## config.mk

```make
export PLATFORM = sky130hd
export DESIGN_NAME = eighth_root_extractor
export DESIGN_NICKNAME = d
export VERILOG_FILES = /design/src/rtl/eighth_root_extractor.sv
export SDC_FILE = /design/constraint.sdc
export NUM_CORES = 2
export LEC_CHECK = 0
export CORE_MARGIN = 2
export CORE_UTILIZATION = 40
export DETAILED_ROUTE_END_ITERATION = 8
export DONT_BUFFER_PORTS = 1
export PLACE_DENSITY = 0.59
export SLEW_MARGIN = 20
export SYNTH_ARGS = -nofsm -noshare
export SYNTH_HDL_FRONTEND = slang
export SYNTH_SLANG_ARGS = --single-unit
export TNS_END_PERCENT = 5
```

## constraint.sdc

```tcl
create_clock -name i_clock -period 27.4 [get_ports i_clock]
set_input_delay 8.22 -clock i_clock [delete_from_list [all_inputs] [get_ports i_clock]]
set_output_delay 8.22 -clock i_clock [all_outputs]
set_load 0.03 [all_outputs]
```

## src/rtl/eighth_root_extractor.sv

```systemverilog
// Floor eighth root of an IN_W-bit radicand, found one root bit at a time, MSB first.
// Each candidate bit costs three squarings (c^2, c^4, c^8); one request in flight.
module eighth_root_extractor #(
  parameter int IN_W   = 61,
  parameter int ROOT_W = 8
) (
  input  logic              i_clock,
  input  logic              i_reset_sync,
  input  logic [IN_W-1:0]   i_value,
  input  logic              i_status,
  output logic              o_ready,
  output logic [ROOT_W-1:0] o_value,
  output logic              o_exact,
  output logic              o_status
);

  localparam int PW = 8 * ROOT_W;
  localparam int KW = (ROOT_W > 1) ? $clog2(ROOT_W) : 1;

  typedef enum logic [2:0] {
    S_IDLE,
    S_SQ2,
    S_SQ4,
    S_SQ8,
    S_DONE
  } state_t;

  state_t              state_q, state_d;
  logic [IN_W-1:0]     x_q, x_d;
  logic [ROOT_W-1:0]   root_q, root_d;
  logic [KW-1:0]       k_q, k_d;
  logic                eq_q, eq_d;
  logic [4*ROOT_W-1:0] p_q, p_d;
  logic                ready_q, ready_d;
  logic [ROOT_W-1:0]   value_q, value_d;
  logic                exact_q, exact_d;
  logic                status_q, status_d;

  logic [ROOT_W-1:0]   cand;
  logic [2*ROOT_W-1:0] cand_sq;
  logic [PW-1:0]       q8;
  logic [PW-1:0]       x_ext;
  logic                fits;

  always_comb begin
    cand    = root_q | (ROOT_W'(1) << k_q);
    cand_sq = (2*ROOT_W)'(cand) * (2*ROOT_W)'(cand);
    q8      = PW'(p_q) * PW'(p_q);
    x_ext   = PW'(x_q);
    fits    = (q8 <= x_ext);

    state_d  = state_q;
    x_d      = x_q;
    root_d   = root_q;
    k_d      = k_q;
    eq_d     = eq_q;
    p_d      = p_q;
    ready_d  = ready_q;
    value_d  = value_q;
    exact_d  = exact_q;
    status_d = 1'b0;

    case (state_q)
      S_IDLE: begin
        if (i_status) begin
          x_d     = i_value;
          root_d  = '0;
          k_d     = KW'(ROOT_W - 1);
          eq_d    = (i_value == '0);
          ready_d = 1'b0;
          state_d = S_SQ2;
        end
      end
      S_SQ2: begin
        p_d     = (4*ROOT_W)'(cand_sq);
        state_d = S_SQ4;
      end
      S_SQ4: begin
        p_d     = p_q * p_q;
        state_d = S_SQ8;
      end
      S_SQ8: begin
        if (fits) begin
          root_d = cand;
          eq_d   = (q8 == x_ext);
        end
        if (k_q == '0) begin
          // Results are loaded on the way into DONE so they appear with the pulse.
          value_d  = fits ? cand : root_q;
          exact_d  = fits ? (q8 == x_ext) : eq_q;
          status_d = 1'b1;
          state_d  = S_DONE;
        end else begin
          k_d     = k_q - KW'(1);
          state_d = S_SQ2;
        end
      end
      S_DONE: begin
        ready_d = 1'b1;
        state_d = S_IDLE;
      end
      default: begin
        ready_d = 1'b1;
        state_d = S_IDLE;
      end
    endcase
  end

  always_ff @(posedge i_clock) begin
    if (i_reset_sync) begin
      state_q  <= S_IDLE;
      x_q      <= '0;
      root_q   <= '0;
      k_q      <= '0;
      eq_q     <= 1'b0;
      p_q      <= '0;
      ready_q  <= 1'b1;
      value_q  <= '0;
      exact_q  <= 1'b0;
      status_q <= 1'b0;
    end else begin
      state_q  <= state_d;
      x_q      <= x_d;
      root_q   <= root_d;
      k_q      <= k_d;
      eq_q     <= eq_d;
      p_q      <= p_d;
      ready_q  <= ready_d;
      value_q  <= value_d;
      exact_q  <= exact_d;
      status_q <= status_d;
    end
  end

  assign o_ready  = ready_q;
  assign o_value  = value_q;
  assign o_exact  = exact_q;
  assign o_status = status_q;

endmodule

```

Word level (Yosys, flattened, before mapping)
Index checks and enable logic that the tools add are counted.
Widths: inputs -> output; s select.

word-level totals
  register bits = 119
  bits of input ports = 64
  output and inout port bits = 11

operators by class
  add/subtract/negate cells = 1
  $mul = 3
  $lt $le $gt $ge = 1
  equality and inequality tests = 6
  shift operators = 1
  multiplexer cells = 16
  bitwise operators = 3
  reduce and logical (&&, ||, !) cells = 12

operators with widths
  operator             number
  $eq 64x61->1         1
  $le 64x61->1         1
  $mul 32x32->64       1
  $pmux 32 s2          1
  $logic_not 61->1     1
  $mul 32x32->32       1
  $mul 8x8->16         1
  $mux 8               2
  $pmux 8 s2           1
  $mux 3               4
  $pmux 3 s4           1
  $or 8x8->8           1
  $reduce_and 2->1     4
  $shl 1x3->8 const A  1
  $eq 3x2->1 const B   2
  $logic_not 3->1      2
  $pmux 3 s2           1
  $mux 1               4
  $ne 2x2->1 const B   2
  $pmux 1 s2           2
  $reduce_bool 2->1    2
  $eq 3x1->1 const B   1
  $reduce_and 3->1     1
  $reduce_or 3->1      1
  other kinds (3)      4

Longest topological paths before layout
  depth after elaboration = 4
  mapped depth = 42
  mapped depth without buffers = 38

Worst setup path before layout
Ideal clock, no wire load.

  path type = reg-to-reg
  start = register p_q[5]
  end = register root_q[5]
  library setup time = 87 ps
  arrival time = 9598 ps
  path slack = 17714 ps
  stages on the path, launching flop included = 41
  clock period less this slack = 9686 ps
  cells stage by stage = dfxtp_1 clkbuf_1 clkbuf_1 nand2_1 fa_1 inv_1 fa_1 fa_1 inv_1 fa_1 inv_1 fa_1 inv_1 fa_1 inv_1 fa_1 fa_1 ha_1 [... 5 more ...] o21ai_0 a31oi_1 o31ai_1 a221o_1 a21oi_1 xnor2_1 ha_1 a21o_1 a21o_1 a21oi_1 o2111ai_1 a311oi_1 o211ai_1 o221ai_1 or2_2 buf_1 nand2_2 o31ai_1

on the way
  cells in the longest elaborated chain, start to end = 4

ends and longest elaborated chain
  item                    line  RTL
  from (decl)             33    logic [4*ROOT_W-1:0] p_q, p_d;
  from (signal assigned)  127   p_q <= p_d;
  $mul 32x32->64          48    q8 = PW'(p_q) * PW'(p_q);
  $le 64x61->1            50    fits = (q8 <= x_ext);
  $mux 8                  -
  $pmux 8 s2              -
  to (signal assigned)    124   root_q <= root_d;
  to (decl)               30    logic [ROOT_W-1:0] root_q, root_d;

Every way passes these cells.
A chain may end at the register's enable or synchronous reset.

Final worst setup path
  start = register p_q[13]
  end = register root_q[3]

Same word-level chain as after synthesis.

==> qor.yml <==
crit_path_max_incr_delay_ps: 860
seqPwrFrac_pct: 24.3
clk_pin_slew_ps: 60
clock-root-buffer: "clkbuf_16"
synth-edff-count: 0
cts_buffers: 17
tightest_slew_ps: 1200
busiest_layer: "met2"
post_cts_buffers: 0
cp-end-kind: "flip-flop"
seq_area_frac_synth_pct: 6.68
port_buffers: 0
cts_resized: 0
rows: 109
p_leak_nw: 20.4
synth_fp_nets: 5192
grtUsageMet3_pct: 3.55
critPathArrivalTime_ps: 11460
die_w_um: 301
viasPerCell: 5.02
syn_area_mm2: 0.0354
clock_path_buffers: 2
fin_skew_ps: 11.4
synth_cell_types: 74
clock_latency_ps: 430
synthTopCellsByCount: "1025 x inv_1, 768 x fa_1, 438 x nand2_1"
setup_tns_ps: 0
dp_hpwl_mm: 78.7
async_reset_ff_share_pct: 0
path_max_fanout: 22
cts_hold_buf: 0
grt_pass1_vias: 27500
wire_per_inst_um: 19.4
synth-main-ff-cell: "dfxtp_1"
core_mm2: 0.0880
setup_viol: 0
cp_slowest_cell: "dfxtp_1"
path_class: "reg -> reg"
initial_utilization_pct: 40.2
antenna_found_initial: 0
finalMaxSlewViolations: 0
grt_max_degree: 113
max_slew_margin_pct: 19.6
wirelength_mm: 97.5
yosysMostFrequentCell: "inv_1"
required_ps: 27740
place_congestion: 0.909
status: "completed"
power_frac_comb_pct: 48.3
synth_largest_area_cell: "fa_1"
grt_pass1_wl_mm: 157
h-tree-depth: 4
powerDensity_mw_per_mm2: 22.4
drtPass1Iterations: 5
fin_crit_sh_pct: 40.6
cts_tree: "done"
fin_crit_ps: 11120
max_freq_ghz: 0.0899
num_io_pins: 75
rsz0062_at_grt: "no"
die_area_mm2: 0.0908
maxCapViolCount: 0
diodes: 0
gr-usage-met2_pct: 37.4
vias: 25300
p_sw_share_pct: 45.3
hold_viol: 0
crit_path_frequent_cell: "fa_1"
hp-class: "reg -> reg"
clock_power_share_pct: 27.4
drtIter0Drc: 1828
synth_area_leaders: "fa_1 43%, ha_1 14%, inv_1 11%, dfxtp_1 6.7%, nand2_1 4.6%"
drive_above_1_share_pct: 2.92
synth_area_per_cell_um2: 8.95
yosysTopAreaCellShare_pct: 43.5
start_kind: "flip-flop"
overflow: 0
clkSinkCount: 118
postRouteAntennaNets: 0
netSwitchingPower_mw: 0.376
drc: 0
irDropWorstVdd_mv: 0.0471
fin_nets: 5097
holdWs_ps: 452
synth_warnings: 0
track_usage_pct: 22.6
synth-seq-cells: 118
synthCells: 3952
use_met1_pct: 31.1
die_h_um: 301
intPower_mw: 0.455
synthToLayoutAreaGrowth_pct: 4.98
==> routing by layer <==
metal  part of all wire [%]  wire, µm  up-vias
li1                       -         -    11700
met1                     44     42600    12700
met2                     47     46300      702
met3                    6.4      6220      116
met4                    2.5      2400        0
met5                      0         0        -
==> flip-flops by register name (all words and copies together), names as in the netlist <==
register  count
k_q           3
p_q          31
o_ready       1
eq_q          1
o_value       8
root_q        8
x_q          61
state_q       3
o_status      1
o_exact       1
==> final timing paths <==
check,start,end,slack (ps),cells after the start
max,p_q[13],root_q[3],16280,37
min,x_q[14],x_q[14],450,2
max reg2reg,p_q[13],root_q[3],16280,37
min reg2reg,x_q[14],x_q[14],450,2
==> power groups by stage <==
stage          Sequential (mW)  Clock (mW)  Combinational, mW
2_1_floorplan            0.199           0              0.268
3_3_place_gp             0.204           0              0.393
3_5_place_dp             0.205           0              0.394
4_1_cts                  0.201       0.230              0.399
5_1_grt                  0.204       0.238              0.447
6_report                 0.202       0.228              0.402
==> through the flow <==
step | total power [mW] | util [%] | cells | cell area (µm²) | setup WS (ps)
after global routing | 0.889 | 42.2 | 5035 | 37100 | 15580
after CTS | 0.831 | 42.2 | 5035 | 37100 | 16430
after global placement | 0.598 | 41.5 | 5003 | 36500 | 16600
after floorplan | 0.468 | - | 3952 | 35400 | 17710
after detailed placement | 0.599 | 41.5 | 5003 | 36500 | 16550
final | 0.831 | 42.2 | 5035 | 37100 | 16280
==> cells by family after synthesis <==
kind of cell / share of synthesized area, %
AND/OR/NAND/NOR: 12.6
multiplexers: 0.145
flip-flops: 6.68
buffers and inverters: 12.7
AO/OA/AOI/OAI: 7.48
XOR/XNOR: 2.53
adder cells (fa/ha/maj): 57.9
==> final cells by class <==
cell class | instances | area (µm²)
Fill cell | 8782 | 50800
Multi-Input combinational cell | 2648 | 28500
Inverter | 1031 | 3870
Sequential cell | 118 | 2360
Tap cell | 1165 | 1460
Clock buffer | 19 | 443
Timing Repair Buffer | 41 | 308
Clock inverter | 13 | 148
==> cells in the final DEF (no fill, tap or decap), types with 8 or more instances in the layout <==
cell	instances
and2_1	185
nor3_1	34
inv_1	1025
o31ai_1	11
a311oi_1	9
o21bai_1	12
o21ai_0	44
fa_1	768
nor4_1	18
dfxtp_1	118
xnor2_1	62
xor2_1	40
nand3_1	18
buf_4	41
and3_1	8
nand2_1	438
o211ai_1	8
nor2_1	170
nand4_1	31
nor2b_1	13
a21o_1	44
a211oi_1	23
ha_1	408
a31o_2	8
a21oi_1	168
clkbuf_16	17
or2_2	9
nand2b_1	10
a22oi_1	16
o21a_1	10
==> worst max-delay path, delay by kind of cell (launching register included) <==
kind | cells | cell delay (ps)
AO/OA/AOI/OAI | 15 | 3650
buffers and inverters | 6 | 720
adder cells (fa/ha/maj) | 10 | 4720
XOR/XNOR | 1 | 180
AND/OR/NAND/NOR | 5 | 880
flip-flops | 1 | 860
(Power assumes the default switching activity.)
